===== src/rtl/axi_lite_pkg.sv =====
// Shared definitions for the AXI4-Lite register slave: response codes,
// FSM state types and the address-to-register-index helper.
package axi_lite_pkg;

    localparam logic [1:0] RESP_OKAY   = 2'b00;
    localparam logic [1:0] RESP_SLVERR = 2'b10;

    typedef enum logic [1:0] {
        W_IDLE      = 2'd0,
        W_HAVE_ADDR = 2'd1,
        W_HAVE_DATA = 2'd2,
        W_RESP      = 2'd3
    } w_state_e;

    typedef enum logic {
        R_IDLE = 1'b0,
        R_DATA = 1'b1
    } r_state_e;

    // Byte address to word index; the sub-word byte offset is discarded.
    function automatic logic [31:0] addr_to_index(input logic [31:0] addr,
                                                  input int unsigned data_width);
        if (data_width == 32'd64) begin
            return addr >> 32'd3;
        end else begin
            return addr >> 32'd2;
        end
    endfunction

endpackage


===== src/rtl/axi_lite_regbank.sv =====
// Register array with a byte-strobed write port, one combinational read port
// and a flat view of every register.
module axi_lite_regbank
    import axi_lite_pkg::*;
#(
    parameter int DATA_WIDTH = 32,
    parameter int NUM_REGS   = 16,
    parameter int IDX_W      = 4
) (
    input  logic                           clk,
    input  logic                           rst,
    input  logic                           we,
    input  logic [IDX_W-1:0]               widx,
    input  logic [DATA_WIDTH-1:0]          wdata,
    input  logic [DATA_WIDTH/8-1:0]        wstrb,
    input  logic [IDX_W-1:0]               ridx,
    output logic [DATA_WIDTH-1:0]          rdata,
    output logic [NUM_REGS*DATA_WIDTH-1:0] regs_o
);

    localparam int NB = DATA_WIDTH / 8;

    logic [DATA_WIDTH-1:0] regs_q [NUM_REGS];
    logic [DATA_WIDTH-1:0] regs_d [NUM_REGS];

    // Next register contents: merge strobed bytes into the addressed word.
    always_comb begin
        for (int i = 0; i < NUM_REGS; i++) begin
            regs_d[i] = regs_q[i];
            if (we && (widx == IDX_W'(i))) begin
                for (int b = 0; b < NB; b++) begin
                    if (wstrb[b]) begin
                        regs_d[i][b*8 +: 8] = wdata[b*8 +: 8];
                    end else begin
                        regs_d[i][b*8 +: 8] = regs_q[i][b*8 +: 8];
                    end
                end
            end else begin
                regs_d[i] = regs_q[i];
            end
        end
    end

    // Register storage, cleared by reset.
    always_ff @(posedge clk or posedge rst) begin
        if (rst) begin
            for (int i = 0; i < NUM_REGS; i++) begin
                regs_q[i] <= '0;
            end
        end else begin
            for (int i = 0; i < NUM_REGS; i++) begin
                regs_q[i] <= regs_d[i];
            end
        end
    end

    // Read mux; sees the pre-write value when a write lands on the same edge.
    always_comb begin
        rdata = '0;
        for (int i = 0; i < NUM_REGS; i++) begin
            if (ridx == IDX_W'(i)) begin
                rdata = regs_q[i];
            end else begin
                rdata = rdata;
            end
        end
    end

    for (genvar g = 0; g < NUM_REGS; g++) begin : g_flat
        assign regs_o[g*DATA_WIDTH +: DATA_WIDTH] = regs_q[g];
    end

endmodule


===== src/rtl/axi_lite_slave_regs.sv =====
// AXI4-Lite slave register bank with independent write and read channels.
// Build option AXIL_REGS_ERR_RESP_EN: out-of-range accesses answer SLVERR instead of OKAY.
module axi_lite_slave_regs
    import axi_lite_pkg::*;
#(
    parameter int ADDR_WIDTH = 8,
    parameter int DATA_WIDTH = 32,
    parameter int NUM_REGS   = 16
) (
    input  logic                           ACLK,
    input  logic                           ARESET,
    input  logic [ADDR_WIDTH-1:0]          AWADDR,
    input  logic                           AWVALID,
    output logic                           AWREADY,
    input  logic [DATA_WIDTH-1:0]          WDATA,
    input  logic [DATA_WIDTH/8-1:0]        WSTRB,
    input  logic                           WVALID,
    output logic                           WREADY,
    output logic [1:0]                     BRESP,
    output logic                           BVALID,
    input  logic                           BREADY,
    input  logic [ADDR_WIDTH-1:0]          ARADDR,
    input  logic                           ARVALID,
    output logic                           ARREADY,
    output logic [DATA_WIDTH-1:0]          RDATA,
    output logic [1:0]                     RRESP,
    output logic                           RVALID,
    input  logic                           RREADY,
    output logic [NUM_REGS*DATA_WIDTH-1:0] regs_o
);

    localparam int STRB_W = DATA_WIDTH / 8;
    localparam int IDX_W  = (NUM_REGS > 1) ? $clog2(NUM_REGS) : 1;

`ifdef AXIL_REGS_ERR_RESP_EN
    localparam logic [1:0] OOR_RESP = RESP_SLVERR;
`else
    localparam logic [1:0] OOR_RESP = RESP_OKAY;
`endif

    w_state_e              w_state_q, w_state_d;
    logic [ADDR_WIDTH-1:0] awaddr_q, awaddr_d;
    logic [DATA_WIDTH-1:0] wdata_q, wdata_d;
    logic [STRB_W-1:0]     wstrb_q, wstrb_d;
    logic [1:0]            bresp_q, bresp_d;

    r_state_e              r_state_q, r_state_d;
    logic [DATA_WIDTH-1:0] rdata_q, rdata_d;
    logic [1:0]            rresp_q, rresp_d;

    logic                  aw_hs_s, w_hs_s, ar_hs_s, commit_s, we_s;
    logic [ADDR_WIDTH-1:0] c_addr_s;
    logic [DATA_WIDTH-1:0] c_data_s, bank_rdata_s;
    logic [STRB_W-1:0]     c_strb_s;
    logic [31:0]           wr_idx_s, rd_idx_s;
    logic                  wr_in_range_s, rd_in_range_s;

    assign AWREADY = !ARESET && ((w_state_q == W_IDLE) || (w_state_q == W_HAVE_DATA));
    assign WREADY  = !ARESET && ((w_state_q == W_IDLE) || (w_state_q == W_HAVE_ADDR));
    assign ARREADY = !ARESET && (r_state_q == R_IDLE);
    assign BVALID  = (w_state_q == W_RESP);
    assign RVALID  = (r_state_q == R_DATA);
    assign BRESP   = bresp_q;
    assign RRESP   = rresp_q;
    assign RDATA   = rdata_q;

    assign aw_hs_s = AWVALID && AWREADY;
    assign w_hs_s  = WVALID && WREADY;
    assign ar_hs_s = ARVALID && ARREADY;

    // Commit payload: whichever half arrived earlier comes from its latch.
    always_comb begin
        c_addr_s = (w_state_q == W_HAVE_ADDR) ? awaddr_q : AWADDR;
        c_data_s = (w_state_q == W_HAVE_DATA) ? wdata_q  : WDATA;
        c_strb_s = (w_state_q == W_HAVE_DATA) ? wstrb_q  : WSTRB;
    end

    assign wr_idx_s      = addr_to_index(32'(c_addr_s), DATA_WIDTH);
    assign rd_idx_s      = addr_to_index(32'(ARADDR), DATA_WIDTH);
    assign wr_in_range_s = (wr_idx_s < 32'(NUM_REGS));
    assign rd_in_range_s = (rd_idx_s < 32'(NUM_REGS));
    assign we_s          = commit_s && wr_in_range_s;

    // Write channel FSM: collect AW and W in any order, commit, then respond.
    always_comb begin
        w_state_d = w_state_q;
        awaddr_d  = awaddr_q;
        wdata_d   = wdata_q;
        wstrb_d   = wstrb_q;
        commit_s  = 1'b0;
        case (w_state_q)
            W_IDLE: begin
                if (aw_hs_s && w_hs_s) begin
                    commit_s  = 1'b1;
                    w_state_d = W_RESP;
                end else if (aw_hs_s) begin
                    awaddr_d  = AWADDR;
                    w_state_d = W_HAVE_ADDR;
                end else if (w_hs_s) begin
                    wdata_d   = WDATA;
                    wstrb_d   = WSTRB;
                    w_state_d = W_HAVE_DATA;
                end else begin
                    w_state_d = W_IDLE;
                end
            end
            W_HAVE_ADDR: begin
                if (w_hs_s) begin
                    commit_s  = 1'b1;
                    w_state_d = W_RESP;
                end else begin
                    w_state_d = W_HAVE_ADDR;
                end
            end
            W_HAVE_DATA: begin
                if (aw_hs_s) begin
                    commit_s  = 1'b1;
                    w_state_d = W_RESP;
                end else begin
                    w_state_d = W_HAVE_DATA;
                end
            end
            W_RESP: begin
                if (BREADY) begin
                    w_state_d = W_IDLE;
                end else begin
                    w_state_d = W_RESP;
                end
            end
            default: begin
                w_state_d = W_IDLE;
            end
        endcase
        if (commit_s) begin
            bresp_d = wr_in_range_s ? RESP_OKAY : OOR_RESP;
        end else begin
            bresp_d = bresp_q;
        end
    end

    // Read channel FSM: capture data on the AR handshake, hold until RREADY.
    always_comb begin
        r_state_d = r_state_q;
        rdata_d   = rdata_q;
        rresp_d   = rresp_q;
        case (r_state_q)
            R_IDLE: begin
                if (ar_hs_s) begin
                    rdata_d   = rd_in_range_s ? bank_rdata_s : '0;
                    rresp_d   = rd_in_range_s ? RESP_OKAY : OOR_RESP;
                    r_state_d = R_DATA;
                end else begin
                    r_state_d = R_IDLE;
                end
            end
            R_DATA: begin
                if (RREADY) begin
                    r_state_d = R_IDLE;
                end else begin
                    r_state_d = R_DATA;
                end
            end
            default: begin
                r_state_d = R_IDLE;
            end
        endcase
    end

    // Channel state and payload registers.
    always_ff @(posedge ACLK or posedge ARESET) begin
        if (ARESET) begin
            w_state_q <= W_IDLE;
            awaddr_q  <= '0;
            wdata_q   <= '0;
            wstrb_q   <= '0;
            bresp_q   <= RESP_OKAY;
            r_state_q <= R_IDLE;
            rdata_q   <= '0;
            rresp_q   <= RESP_OKAY;
        end else begin
            w_state_q <= w_state_d;
            awaddr_q  <= awaddr_d;
            wdata_q   <= wdata_d;
            wstrb_q   <= wstrb_d;
            bresp_q   <= bresp_d;
            r_state_q <= r_state_d;
            rdata_q   <= rdata_d;
            rresp_q   <= rresp_d;
        end
    end

    axi_lite_regbank #(
        .DATA_WIDTH (DATA_WIDTH),
        .NUM_REGS   (NUM_REGS),
        .IDX_W      (IDX_W)
    ) u_regbank (
        .clk    (ACLK),
        .rst    (ARESET),
        .we     (we_s),
        .widx   (wr_idx_s[IDX_W-1:0]),
        .wdata  (c_data_s),
        .wstrb  (c_strb_s),
        .ridx   (rd_idx_s[IDX_W-1:0]),
        .rdata  (bank_rdata_s),
        .regs_o (regs_o)
    );

endmodule


===== config.mk =====
export PLATFORM = sky130hd
export DESIGN_NAME = axi_lite_slave_regs
export DESIGN_NICKNAME = d
export VERILOG_FILES = /design/src/rtl/axi_lite_pkg.sv /design/src/rtl/axi_lite_regbank.sv /design/src/rtl/axi_lite_slave_regs.sv
export SDC_FILE = /design/constraint.sdc
export NUM_CORES = 2
export LEC_CHECK = 0
export CORE_ASPECT_RATIO = 1.1
export CORE_MARGIN = 3
export CORE_UTILIZATION = 51
export DETAILED_ROUTE_END_ITERATION = 7
export PLACE_DENSITY = 0.85
export SYNTH_ARGS = -nofsm -noshare
export SYNTH_HDL_FRONTEND = slang
export SYNTH_SLANG_ARGS = --single-unit

===== constraint.sdc =====
create_clock -name ACLK -period 23.4 [get_ports ACLK]
set_input_delay 3.51 -clock ACLK [delete_from_list [all_inputs] [get_ports ACLK]]
set_output_delay 3.51 -clock ACLK [all_outputs]
set_load 0.03 [all_outputs]

* Yosys cells after proc, flatten, opt, wreduce, memory -nomap -nowiden
Index checks and enable logic that the tools add are counted.
** Storage, ports and cells
- Memories :: 0
- RAM bits :: 0
- Latch bits :: 0
- Bits in read-only memories :: 0
- Logic and storage cells :: 239
- Register bits :: 591
** Operators by class
- Eq/ne operators :: 33
- Reduce and logical (&&, ||, !) cells :: 97
- Multipliers :: 0
- Shift operators :: 0
- Bitwise gates (word level) :: 3
- Add/subtract/negate cells :: 0
- Divide/modulo/power cells :: 0
- $lt $le $gt $ge :: 2
- Mux-type cells :: 34
** Operator list (number)
- 2-to-1 mux 32 bit :: 18
- AND reduction 2 bit :: 65
- == test 4 bit (second input constant) :: 16
- == test 4 x 3 -> 1 bit (second input constant) :: 8
- logical AND 1 bit :: 24
- == test 4 x 2 -> 1 bit (second input constant) :: 4
- < comparator 6 x 5 -> 1 bit (second input constant) :: 2
- 2-to-1 mux 2 bit :: 5
- == test 4 x 1 -> 1 bit (second input constant) :: 2
- logical NOT 4 bit :: 2
- 2-to-1 mux 8 bit :: 1
- case mux 2 bit (4 select lines) :: 1
- 2-to-1 mux 1 bit :: 6
- == test 2 bit (second input constant) :: 2
- 2-to-1 mux 4 bit :: 1
- AND reduction 4 bit :: 1
- NOT 1 bit :: 3
- case mux 1 bit (3 select lines) :: 1
- AND reduction 3 bit :: 1
- == test 2 x 1 -> 1 bit (second input constant) :: 1
- logical NOT 2 bit :: 1
- logical OR 1 bit :: 2
- case mux 1 bit (2 select lines) :: 1
- logical NOT 1 bit :: 1

* Longest topological paths before layout
- Depth in word-level cells :: 18
- Depth in mapped cells :: 10
- Depth with buffers taken out :: 5

* Modules after synthesis
From an unflattened synthesis, not the netlist that was laid out.
** Second synthesis, totals
- Cells, all modules :: 2262
- Area total of the unflattened synthesis :: 28252.1 um^2
** By module, submodules not included
- axi_lite_regbank :: instances 1, area an instance 24599.8 um^2, cells an instance 1952, seq. area each 12812.3 um^2
- axi_lite_slave_regs :: instances 1, area an instance 3652.3 um^2, cells an instance 310, seq. area each 1926.8 um^2

* Worst setup path before layout
No wires, ideal clock.
- Path type :: in2reg
- From :: input ARESET
- To :: register u_regbank.regs_q (netlist bit u_regbank.regs_o[256])
- Buffers on the path :: 2
- Stages :: 7
- Data arrival time :: 18.165 ns
- Setup time :: 0.125 ns
- Data required time :: 23.275 ns
- Setup slack :: 5.110 ns
- Path through :: clkbuf_1 > inv_1 > a41o_1 > clkbuf_1 > nand3_1 > nor2_2 > mux2_2
** Between the ends
- Word-level cells in the longest chain between the ends :: 9
** Ends and longest elaborated chain
- from (decl) :: RTL line axi_lite_slave_regs.sv:11 : input logic ARESET,
- logical NOT 1 bit (no line) *
- logical AND 1 bit (on tied branches) :: RTL line axi_lite_slave_regs.sv:58, axi_lite_slave_regs.sv:59
- logical AND 1 bit (on tied branches) :: RTL line axi_lite_slave_regs.sv:67, axi_lite_slave_regs.sv:68
- logical AND 1 bit :: RTL line axi_lite_slave_regs.sv:93 : if (aw_hs_s && w_hs_s) begin
- 2-to-1 mux 1 bit :: RTL line axi_lite_slave_regs.sv:93
- case mux 1 bit (3 select lines) * :: RTL line axi_lite_slave_regs.sv:91 : case (w_state_q)
- logical AND 1 bit * :: RTL line axi_lite_slave_regs.sv:82 : assign we_s = commit_s && wr_in_range_s;
- logical AND 1 bit * :: RTL line axi_lite_regbank.sv:30 : if (we && (widx == IDX_W'(i))) begin
- AND reduction 2 bit (no line) *
- to (signal, indexed assignment) :: RTL line axi_lite_regbank.sv:52 : regs_q[i] <= regs_d[i];
- to (decl) :: RTL line axi_lite_regbank.sv:23 : logic [DATA_WIDTH-1:0] regs_q [NUM_REGS];
Every way passes the cells marked *; elsewhere a longest branch is shown, timed or not.
A chain may end at the register's enable or synchronous reset.

* Worst setup path in the final report
- From :: input ARESET
- To :: output ARREADY
** Between the ends
- Word-level cells in the longest chain between the ends :: 2
** Ends and longest elaborated chain
- logical NOT 1 bit (no line)
- logical AND 1 bit :: RTL line axi_lite_slave_regs.sv:60 : assign ARREADY = !ARESET && (r_state_q == R_IDLE);
- to (decl) :: RTL line axi_lite_slave_regs.sv:24 : output logic ARREADY,
Every way passes these cells.

==> impl_metrics.tcl <==
set metrics [dict create \
    num-fill-cells 3922 \
    antenna_found_initial 18 \
    async_flop_share_pct 100 \
    grt-ovfl-total 0 \
    final_cell_mix "clkdlybuf4s50_1 (599), dfrtp_1 (589), mux2_2 (555)" \
    port_buffers 603 \
    path_class "primary input to output pin" \
    synth.distinct_cells 69 \
    fin_area_mm2 0.0366 \
    skew_ns 0.0323 \
    crit_path_end_kind "output pin" \
    synth_compound_area_share_pct 10.8 \
    h-tree-depth 2 \
    tns_ns 0 \
    synthXorXnorAreaFrac_pct 0 \
    power_density_mw_per_mm2 134 \
    r2r_slack_ns 19.42 \
    area_growth_pct 31.2 \
    ys_warn_count 0 \
    avgSynthCellArea_um2 12.4 \
    first_global_vias 24200 \
    die_area_mm2 0.0575 \
    rsz0062_at_grt "false" \
    drc_errors 0 \
    crit_top_cell "clkdlybuf4s50_1" \
    critPathArrivalTime_ns 5.31 \
    wirelength_mm 122 \
    irDropWorstVdd_v 0.000106 \
    cts_root_buf "clkbuf_16" \
    cts-buffers-inserted 58 \
    netlist_area_mm2 0.0279 \
    die_y_um 251 \
    slowest_delay_ns 0.80 \
    gp_congestion 0.926 \
    hold_violations 0 \
    ys_ff_latch 589 \
    crit_path_cell_trace "clkdlybuf4s50_1 > nor2_1 > clkdlybuf4s50_1" \
    regArea_mm2 0.0147 \
    worstPathBufferInverterCount 2 \
    die_x_um 229 \
    leakage_nw 16.3 \
    clock_latency_ns 0.63 \
    grtUsageTotal_pct 41.5 \
    crit_required_ns 19.89 \
    initial_utilization_pct 51.8 \
    clock_sinks 589 \
    cts_setup_buffers 0 \
    slew_viol_final 0 \
    hp-class "flop to flop" \
    postCtsHoldBufs 0 \
    drv_cap 0 \
    firstDrtPassIters 7 \
    cts_tree "done" \
    synthFlopType "dfrtp_1" \
    cts_resized 0 \
    status "finished, final reports clean" \
    syn_inst 2253 \
    via_per_inst 6.62 \
    synth_mux_area_share_pct 26.4 \
    startpoint "ARESET" \
    rr_worst_depth 6 \
    wire_per_inst_um 34.1 \
    dp.cells 3476 \
    core_mm2 0.0539 \
    final-setup-viol-count 0 \
    initialDrtViolationCount 2891 \
    synth_fa_ha_area_share_pct 0 \
    slew_headroom_pct 15.5 \
    synth_top_family_by_area "multiplexers" \
    ios 612 \
    ant_nets 0 \
    dp_hpwl_mm 85.4 \
    drive_gt1_share_pct 27.6 \
    grt_start_max_net_pins 162 \
    rows 89 \
    multi_input_comb_area_mm2 0.0125 \
    clock.fmax_mhz 113 \
    clockBufferDepth 3 \
    crit_slowest_cell "clkdlybuf4s50_1" \
    clk_pin_slew_ns 0.07 \
    tightest_slew_ns 1.26 \
    rr_startpoint "w_state_q[1]" \
    layout_commonest_cell "clkdlybuf4s50_1" \
    critical_path.top_delay_family "buffers and inverters" \
    grt_pass1_wl_mm 174 \
    yosys.area_share.simple_pct 7.63 \
    dpl-instance-area_mm2 0.0346 \
    crit_path_max_fanout 9 \
    cp-endpoint "ARREADY" \
    finalNetCount 2867 \
    instances_no_fill 3592 \
    finalCriticalPeriod_ns 8.82 \
    seq_area_frac_synth_pct 52.8 \
    startpoint_type "primary input" \
    vias 23800 \
    synth_edf_count 0 \
    fin_crit_sh_pct 37.7 \
    worstSetupPathDepth 3 \
    reg2reg_to "u_regbank.regs_o[0]" \
    finalPower_mw 4.91 \
]
layer usage:
layer  track usage [%]  vias up  wire length (um)
met2              64.8     1806             56100
li1                  -     9445                 -
met4              27.8        0              9690
met5                 0        -                 0
met1              50.2    12100             42300
met3              12.1      492             14400
synthesized netlist by cell type, drive strengths merged, types with 6 or more instances:
cell     number  area [um^2]
inv          16         60.1
a221o         7         70.1
nand2b       15         93.8
buf          23          104
mux2        570         6420
o21ai        99          495
a211oi       10         75.1
mux4         20          450
nand3b        6         45.0
o211ai       21          209
nor2        109          559
o22a          7         61.3
nand2       207          780
or2           6         37.5
a221oi       26          228
o2bb2ai      10         87.6
nor2b        20          125
dfrtp       589        14700
a21oi        61          305
a31oi         9         56.3
nand3        13         65.1
a32oi        13          114
and2         14         87.6
o22ai        26          163
o31ai         6         45.0
clkbuf      128          480
a2bb2oi      14          123
a22oi        37          298
o32ai         9         97.6
mux2i        50          500
a22o         11         96.3
o221ai       17          149
nor3         12          105
nor4          9         56.3
layout make-up:
type / instances / share of cell area [%]
diodes: 13 / 0.0889
clock buffers: 87 / 4.78
clock inverters: 16 / 0.595
inverters: 17 / 0.195
multi-input cells: 1499 / 34.3
flip-flops and latches: 589 / 40.3
well taps: 728 / 2.49
repair buffers: 643 / 17.3
sequential cells by signal (all words and copies together) (netlist names):
| register | flops |
|---|---|
| RVALID | 1 |
| wdata_q | 32 |
| w_state_q | 2 |
| u_regbank.regs_o | 512 |
| awaddr_q | 6 |
| wstrb_q | 4 |
| RDATA | 32 |
logic make-up after synthesis:
| group | count (synthesis) |
|---|---|
| buffers and inverters | 168 |
| DFF | 589 |
| AOI/OAI and AO/OA | 421 |
| muxes | 640 |
| and+or+nand+nor | 434 |
| other | 1 |
worst min-delay path by stage:
stage | start | to | slack [ns] | depth (start not counted)
final | RDATA[31] | RDATA[31] | 0.50 | 2
after global routing | wdata_q[3] | wdata_q[3] | 0.51 | 1
after CTS | RDATA[0] | RDATA[0] | 0.49 | 2
after detailed placement | RDATA[0] | RDATA[0] | 0.48 | 2
after global placement | RDATA[0] | RDATA[0] | 0.47 | 2
after floorplan | wdata_q[27] | wdata_q[27] | 0.48 | 1
metrics by stage:
stage	hold slack (ns)	worst slack, ns	utilization [%]
after floorplan	0.479	3.22	-
after global placement	0.473	14.64	64.2
after detailed placement	0.481	14.57	64.2
after CTS	0.494	14.58	67.9
after global routing	0.510	14.57	67.9
final	0.499	14.58	67.9
tightest hold or removal path: stages, from the launching register on:
cell,delay [ns]
dfrtp_1,0.35
nand2_1,0.05
o21ai_0,0.06
power breakdown:
part           internal, mW  total (mW)  leakage, nW  switching [mW]
sequential             1.36        1.70         8.02           0.337
clock                 0.569       0.977        0.969           0.408
combinational         0.897        2.23         7.35            1.33
(Power assumes the default switching activity.)
